## config.mk

```make
export PLATFORM = sky130hd
export DESIGN_NAME = dsp_frame_sequencer
export DESIGN_NICKNAME = d
export VERILOG_FILES = /design/src/rtl/dsp_frame_sequencer.sv
export SDC_FILE = /design/constraint.sdc
export NUM_CORES = 1
export LEC_CHECK = 0
export CORE_MARGIN = 2
export CORE_UTILIZATION = 32
export CTS_CLUSTER_SIZE = 24
export DETAILED_ROUTE_END_ITERATION = 10
export GPL_TIMING_DRIVEN = 0
export HOLD_SLACK_MARGIN = 0.06
export PLACE_DENSITY = 0.51
export SYNTH_ARGS = -nofsm -noshare
export SYNTH_HDL_FRONTEND = slang
export SYNTH_SLANG_ARGS = --single-unit
```

## constraint.sdc

```tcl
create_clock -name clk -period 4 [get_ports clk]
set_input_delay 0.4 -clock clk [delete_from_list [all_inputs] [get_ports clk]]
set_output_delay 0.4 -clock clk [all_outputs]
set_load 0.005 [all_outputs]
```

## src/rtl/dsp_frame_sequencer.sv

```systemverilog
// rtl/dsp_frame_sequencer.sv - time-multiplexes one multi-channel frame through a shared DSP core
module dsp_frame_sequencer #(
  parameter int data_width     = 16,
  parameter int n_channels     = 2,
  parameter int timeout_cycles = 4096,
  parameter int ctr_width      = 32,
  localparam int ch_width      = (n_channels > 1) ? $clog2(n_channels) : 1,
  localparam int tmr_width     = $clog2(timeout_cycles)
) (
  input  logic                             clk,
  input  logic                             reset,
  input  logic                             enable,
  input  logic                             bypass,
  input  logic [n_channels*data_width-1:0] in_frame,
  input  logic                             in_valid,
  output logic                             ready,
  output logic [n_channels*data_width-1:0] out_frame,
  output logic                             out_valid,
  output logic                             core_tick,
  output logic [ch_width-1:0]              core_channel,
  output logic [data_width-1:0]            core_sample_in,
  input  logic                             core_ready,
  input  logic [data_width-1:0]            core_sample_out,
  output logic                             overrun,
  output logic [ctr_width-1:0]             overrun_count,
  output logic [ctr_width-1:0]             frame_count,
  output logic                             error
);

  typedef enum logic [2:0] {S_IDLE, S_ISSUE, S_WAIT, S_DONE, S_ERROR} state_t;

  state_t                           state_q, state_d;
  logic [ch_width-1:0]              ch_q, ch_next;
  logic [tmr_width-1:0]             timer_q;
  logic [n_channels*data_width-1:0] latched_q, result_q, result_merged;
  logic                             accept, capture, last_ch, timed_out, busy;

  always_ff @(posedge clk) begin
    if (reset) state_q <= S_IDLE;
    else       state_q <= state_d;
  end

  always_comb begin
    state_d       = state_q;
    ready         = (state_q == S_IDLE);
    core_tick     = (state_q == S_ISSUE);
    busy          = (state_q == S_ISSUE) || (state_q == S_WAIT) || (state_q == S_DONE);
    accept        = (state_q == S_IDLE) && in_valid && enable && !bypass;
    // the first WAIT cycle (timer 0) may still see ready from the previous channel
    capture       = (state_q == S_WAIT) && (timer_q != '0) && core_ready;
    last_ch       = (ch_q == ch_width'(n_channels - 1));
    timed_out     = (state_q == S_WAIT) && !capture && (timer_q == tmr_width'(timeout_cycles - 1));
    ch_next       = ch_q + 1'b1;
    result_merged = result_q;
    result_merged[ch_q*data_width +: data_width] = core_sample_out;
    case (state_q)
      S_IDLE:  if (accept) state_d = S_ISSUE;
      S_ISSUE: state_d = S_WAIT;
      S_WAIT: begin
        if (capture)        state_d = last_ch ? S_DONE : S_ISSUE;
        else if (timed_out) state_d = S_ERROR;
      end
      S_DONE:  state_d = S_IDLE;
      S_ERROR: state_d = S_ERROR;
      default: state_d = S_IDLE;
    endcase
  end

  always_ff @(posedge clk) begin
    if (reset) begin
      out_frame      <= '0;
      out_valid      <= 1'b0;
      core_channel   <= '0;
      core_sample_in <= '0;
      overrun        <= 1'b0;
      overrun_count  <= '0;
      frame_count    <= '0;
      error          <= 1'b0;
      ch_q           <= '0;
      timer_q        <= '0;
      latched_q      <= '0;
      result_q       <= '0;
    end else begin
      out_valid <= 1'b0;
      overrun   <= 1'b0;
      if (busy && in_valid) begin
        overrun <= 1'b1;
        if (overrun_count != '1) overrun_count <= overrun_count + 1'b1;
      end
      case (state_q)
        S_IDLE: begin
          if (in_valid) begin
            if (!enable) begin
              out_frame   <= '0;
              out_valid   <= 1'b1;
              frame_count <= frame_count + 1'b1;
            end else if (bypass) begin
              out_frame   <= in_frame;
              out_valid   <= 1'b1;
              frame_count <= frame_count + 1'b1;
            end else begin
              latched_q      <= in_frame;
              ch_q           <= '0;
              core_channel   <= '0;
              core_sample_in <= in_frame[data_width-1:0];
            end
          end
        end
        S_ISSUE: timer_q <= '0;
        S_WAIT: begin
          timer_q <= timer_q + 1'b1;
          if (capture) begin
            result_q <= result_merged;
            if (last_ch) begin
              // publishing at the capture edge lines out_frame up with the DONE-cycle pulse
              out_frame   <= result_merged;
              out_valid   <= 1'b1;
              frame_count <= frame_count + 1'b1;
            end else begin
              ch_q           <= ch_next;
              core_channel   <= ch_next;
              core_sample_in <= latched_q[ch_next*data_width +: data_width];
            end
          end else if (timed_out) begin
            error <= 1'b1;
          end
        end
        default: ;
      endcase
    end
  end

endmodule

```

==> metrics <==
CP Capture Type flip-flop; CTS tree done; Overflow after GRT 0; Tot GR Track Use 20.50%; Synth warnings 0; Pleak 3.810 nW; Syn Inst Count 1018; endpoints failing setup 0; FF-to-FF Start state_q[2]; CP max FO 10; # resized after CTS 0; WP buf/inv 4; status completed; Fin. Hold Viols 0; sequential area share after synthesis 41.37%; RD Place Congestion 0.8297; Post-Syn Nets 1076; relative slew slack 46.28%; DR pass1 iterations 5; DP Cell Count 1529; initial antenna violation count 0; top cell type's share of synthesized area 41.37%; Seq cells post-synth 180; EDFF count, synth 0; library cells used by synthesis 62; most area-hungry cell type in the Yosys netlist dfxtp_1; IR drop worst, VDD 0.0002424 V; worst-path cell chain clkbuf_1 > or3b_1 > clkbuf_1 > clkbuf_1 > clkbuf_1 > a21oi_1 > a211oi_1; share of cells above drive strength 1 9.180%; RR Endpoint core_sample_in[9]; r2r setup slk 1.17 ns; post-route minimum period 2.834 ns; Synth area leaders dfxtp_1 (41%), mux2i_1 (7.5%), nor2_1 (6.9%), a21oi_1 (5.2%), a211oi_2 (4.3%); core area 26800 um^2; DRT antenna net count 0; placed cell areas 10840 um^2; CP required 4.36 ns; Slew Limit Fails 0; WP depth 7; root buf cell clkbuf_16; vias per cell 5.325; I/O Buffers 170; count leader, synth dfxtp_1; maxcap violations 0; unrepaired setup endpoints after global routing false; Setup CP Type reg -> reg; hold slack final 0.4546 ns; most used cell, CP clkbuf_1; Clock Latency Late Sink 0.44 ns; Mapped Avg Cell Area 8.556 um^2; vias in the first global route 7821; nets@finish 1265; first-pass GRT wire length 45480 um; routed via count 8312; Die H 169.0 um; clk slew on worst S/H paths 0.09 ns; n_diodes 0; FMAX 0.3528 GHz; Top delay family on crit path buffers and inverters; Setup Skew 0.02191 ns; DRC 0; fillers 2725; Finished Layout Cells 1561; Final TNS setup 0 ns; pin count of the biggest net entering global routing 21; power density over cell area 354.4 nW/um^2; Post-CTS Setup Inserts 0; placed wire-length estimate 22430 um; fin area 11440 um^2; WL/cell 18.90 um; Arr. time, crit path 3.20 ns; ranking of synthesized cells by instance count dfxtp_1 (180), nor2_1 (159), a21oi_1 (90); TritonCTS buffer count 17; CP max stage cell clkbuf_1; post-place setup slack 1.101 ns; Worst Setup EP core_sample_in[9]; # IOs 172; PnR worst setup slack 1.166 ns; Netlist Area Pre-Place 8710 um^2; slew at the pin closest to its max-slew limit 0.8058 ns; asr flop ratio synth 0%; row cnt 60; crit-path max cell delay 0.56 ns; HP Class reg -> reg; Layout area overhead 31.36%; final WL 29510 um; r2r worst-path depth 7; crit path launch type flip-flop; CP startpoint state_q[2]; H-Tree Depth 4; Die ar. 28550 um^2; Iter 0 DRT Violations 660; crit share post-route 70.86%; Post-CTS Hold Buffers 0; clk buf depth 2; clk sinks 180; Initial Util 32.50%; Die X 169.0 um; ys flop type dfxtp_1
cell type report:
type | count | area, um^2 | area share, %
flip-flops and latches | 180 | 3603 | 31.50
repair buffers | 170 | 1702 | 14.87
clock buffers | 17 | 425.4 | 3.718
inverters | 15 | 56.30 | 0.4921
well taps | 341 | 426.7 | 3.729
clock inverters | 15 | 177.7 | 1.553
multi-input cells | 744 | 4658 | 40.72
plain buffers | 79 | 391.6 | 3.423
power by group:
part / switching [mW] / internal (mW) / leakage, nW
combinational: 0.249 / 0.215 / 2.06
sequential: 0.0366 / 1.84 / 1.46
clock: 0.863 / 0.847 / 0.290
total: 1.15 / 2.91 / 3.81
how the worst min path moves through the flow:
stage / slack, ns / start / to / cells after the start
2_1_floorplan: 0.43 / latched_q[16] / latched_q[16] / 2
4_1_cts: 0.45 / latched_q[24] / latched_q[24] / 2
6_report: 0.45 / latched_q[24] / latched_q[24] / 2
3_5_place_dp: 0.44 / latched_q[24] / latched_q[24] / 2
3_3_place_gp: 0.44 / error / error / 2
5_1_grt: 0.47 / error / error / 2
cell usage in the layout, fill, tap and decap left out, types with 15 or more instances in the layout:
| master | n |
|---|---|
| mux2i_1 | 65 |
| dfxtp_1 | 180 |
| o31ai_1 | 25 |
| nand2_1 | 78 |
| o21ai_0 | 28 |
| inv_1 | 15 |
| clkbuf_1 | 58 |
| a211oi_1 | 18 |
| nor3b_1 | 17 |
| or4_1 | 30 |
| nand3_1 | 21 |
| a31oi_1 | 33 |
| clkbuf_16 | 17 |
| a21oi_1 | 90 |
| nor2b_1 | 15 |
| nand4_1 | 25 |
| or3_1 | 24 |
| clkdlybuf4s50_1 | 170 |
| a211oi_2 | 30 |
| nor2_1 | 159 |
worst reg2reg max path: stages (launching register included):
cell      delay (ns)
dfxtp_1         0.31
clkbuf_1        0.27
or3b_1          0.18
clkbuf_1        0.46
clkbuf_1        0.49
clkbuf_1        0.56
a21oi_1         0.25
a211oi_1        0.26
state kept, by name, indices dropped and copies added (netlist names):
signal,count
ch_q,1
core_channel,1
core_sample_in,16
error,1
frame_count,32
latched_q,16
out_frame,32
out_valid,1
overrun,1
overrun_count,32
result_q,32
state_q,3
timer_q,12
cells by family (layout without fill, tap and decap cells):
| logic type | after synthesis | count (layout) | share of synthesized area [%] |
|---|---|---|---|
| compound gates | 241 | 241 | 19.29 |
| mux | 77 | 77 | 9.065 |
| simple gates | 418 | 418 | 24.15 |
| buf+inv | 94 | 296 | 5.143 |
| fa+ha+maj | 4 | 4 | 0.5747 |
| flops | 180 | 180 | 41.37 |
| xor+xnor | 4 | 4 | 0.4023 |
per-layer routing:
layer  track usage [%]  wire length, um  vias to the layer above  part of all wire [%]
met5                 0                0                        -                     0
met4             5.203              524                        0                   1.8
met3             4.022             1643                       34                   5.6
met2             34.84            13960                      248                    47
met1             26.73            13380                     3935                    45
li1                  -                -                     4095                     -
per-stage QoR:
stage | power [mW] | utilization [%]
after floorplan | 2.131 | -
after global placement | 2.386 | 40.44
after detailed placement | 2.386 | 40.44
after CTS | 4.096 | 42.69
after global routing | 4.210 | 42.69
final | 4.055 | 42.69
Note: power is estimated with default switching activity, not from simulation.
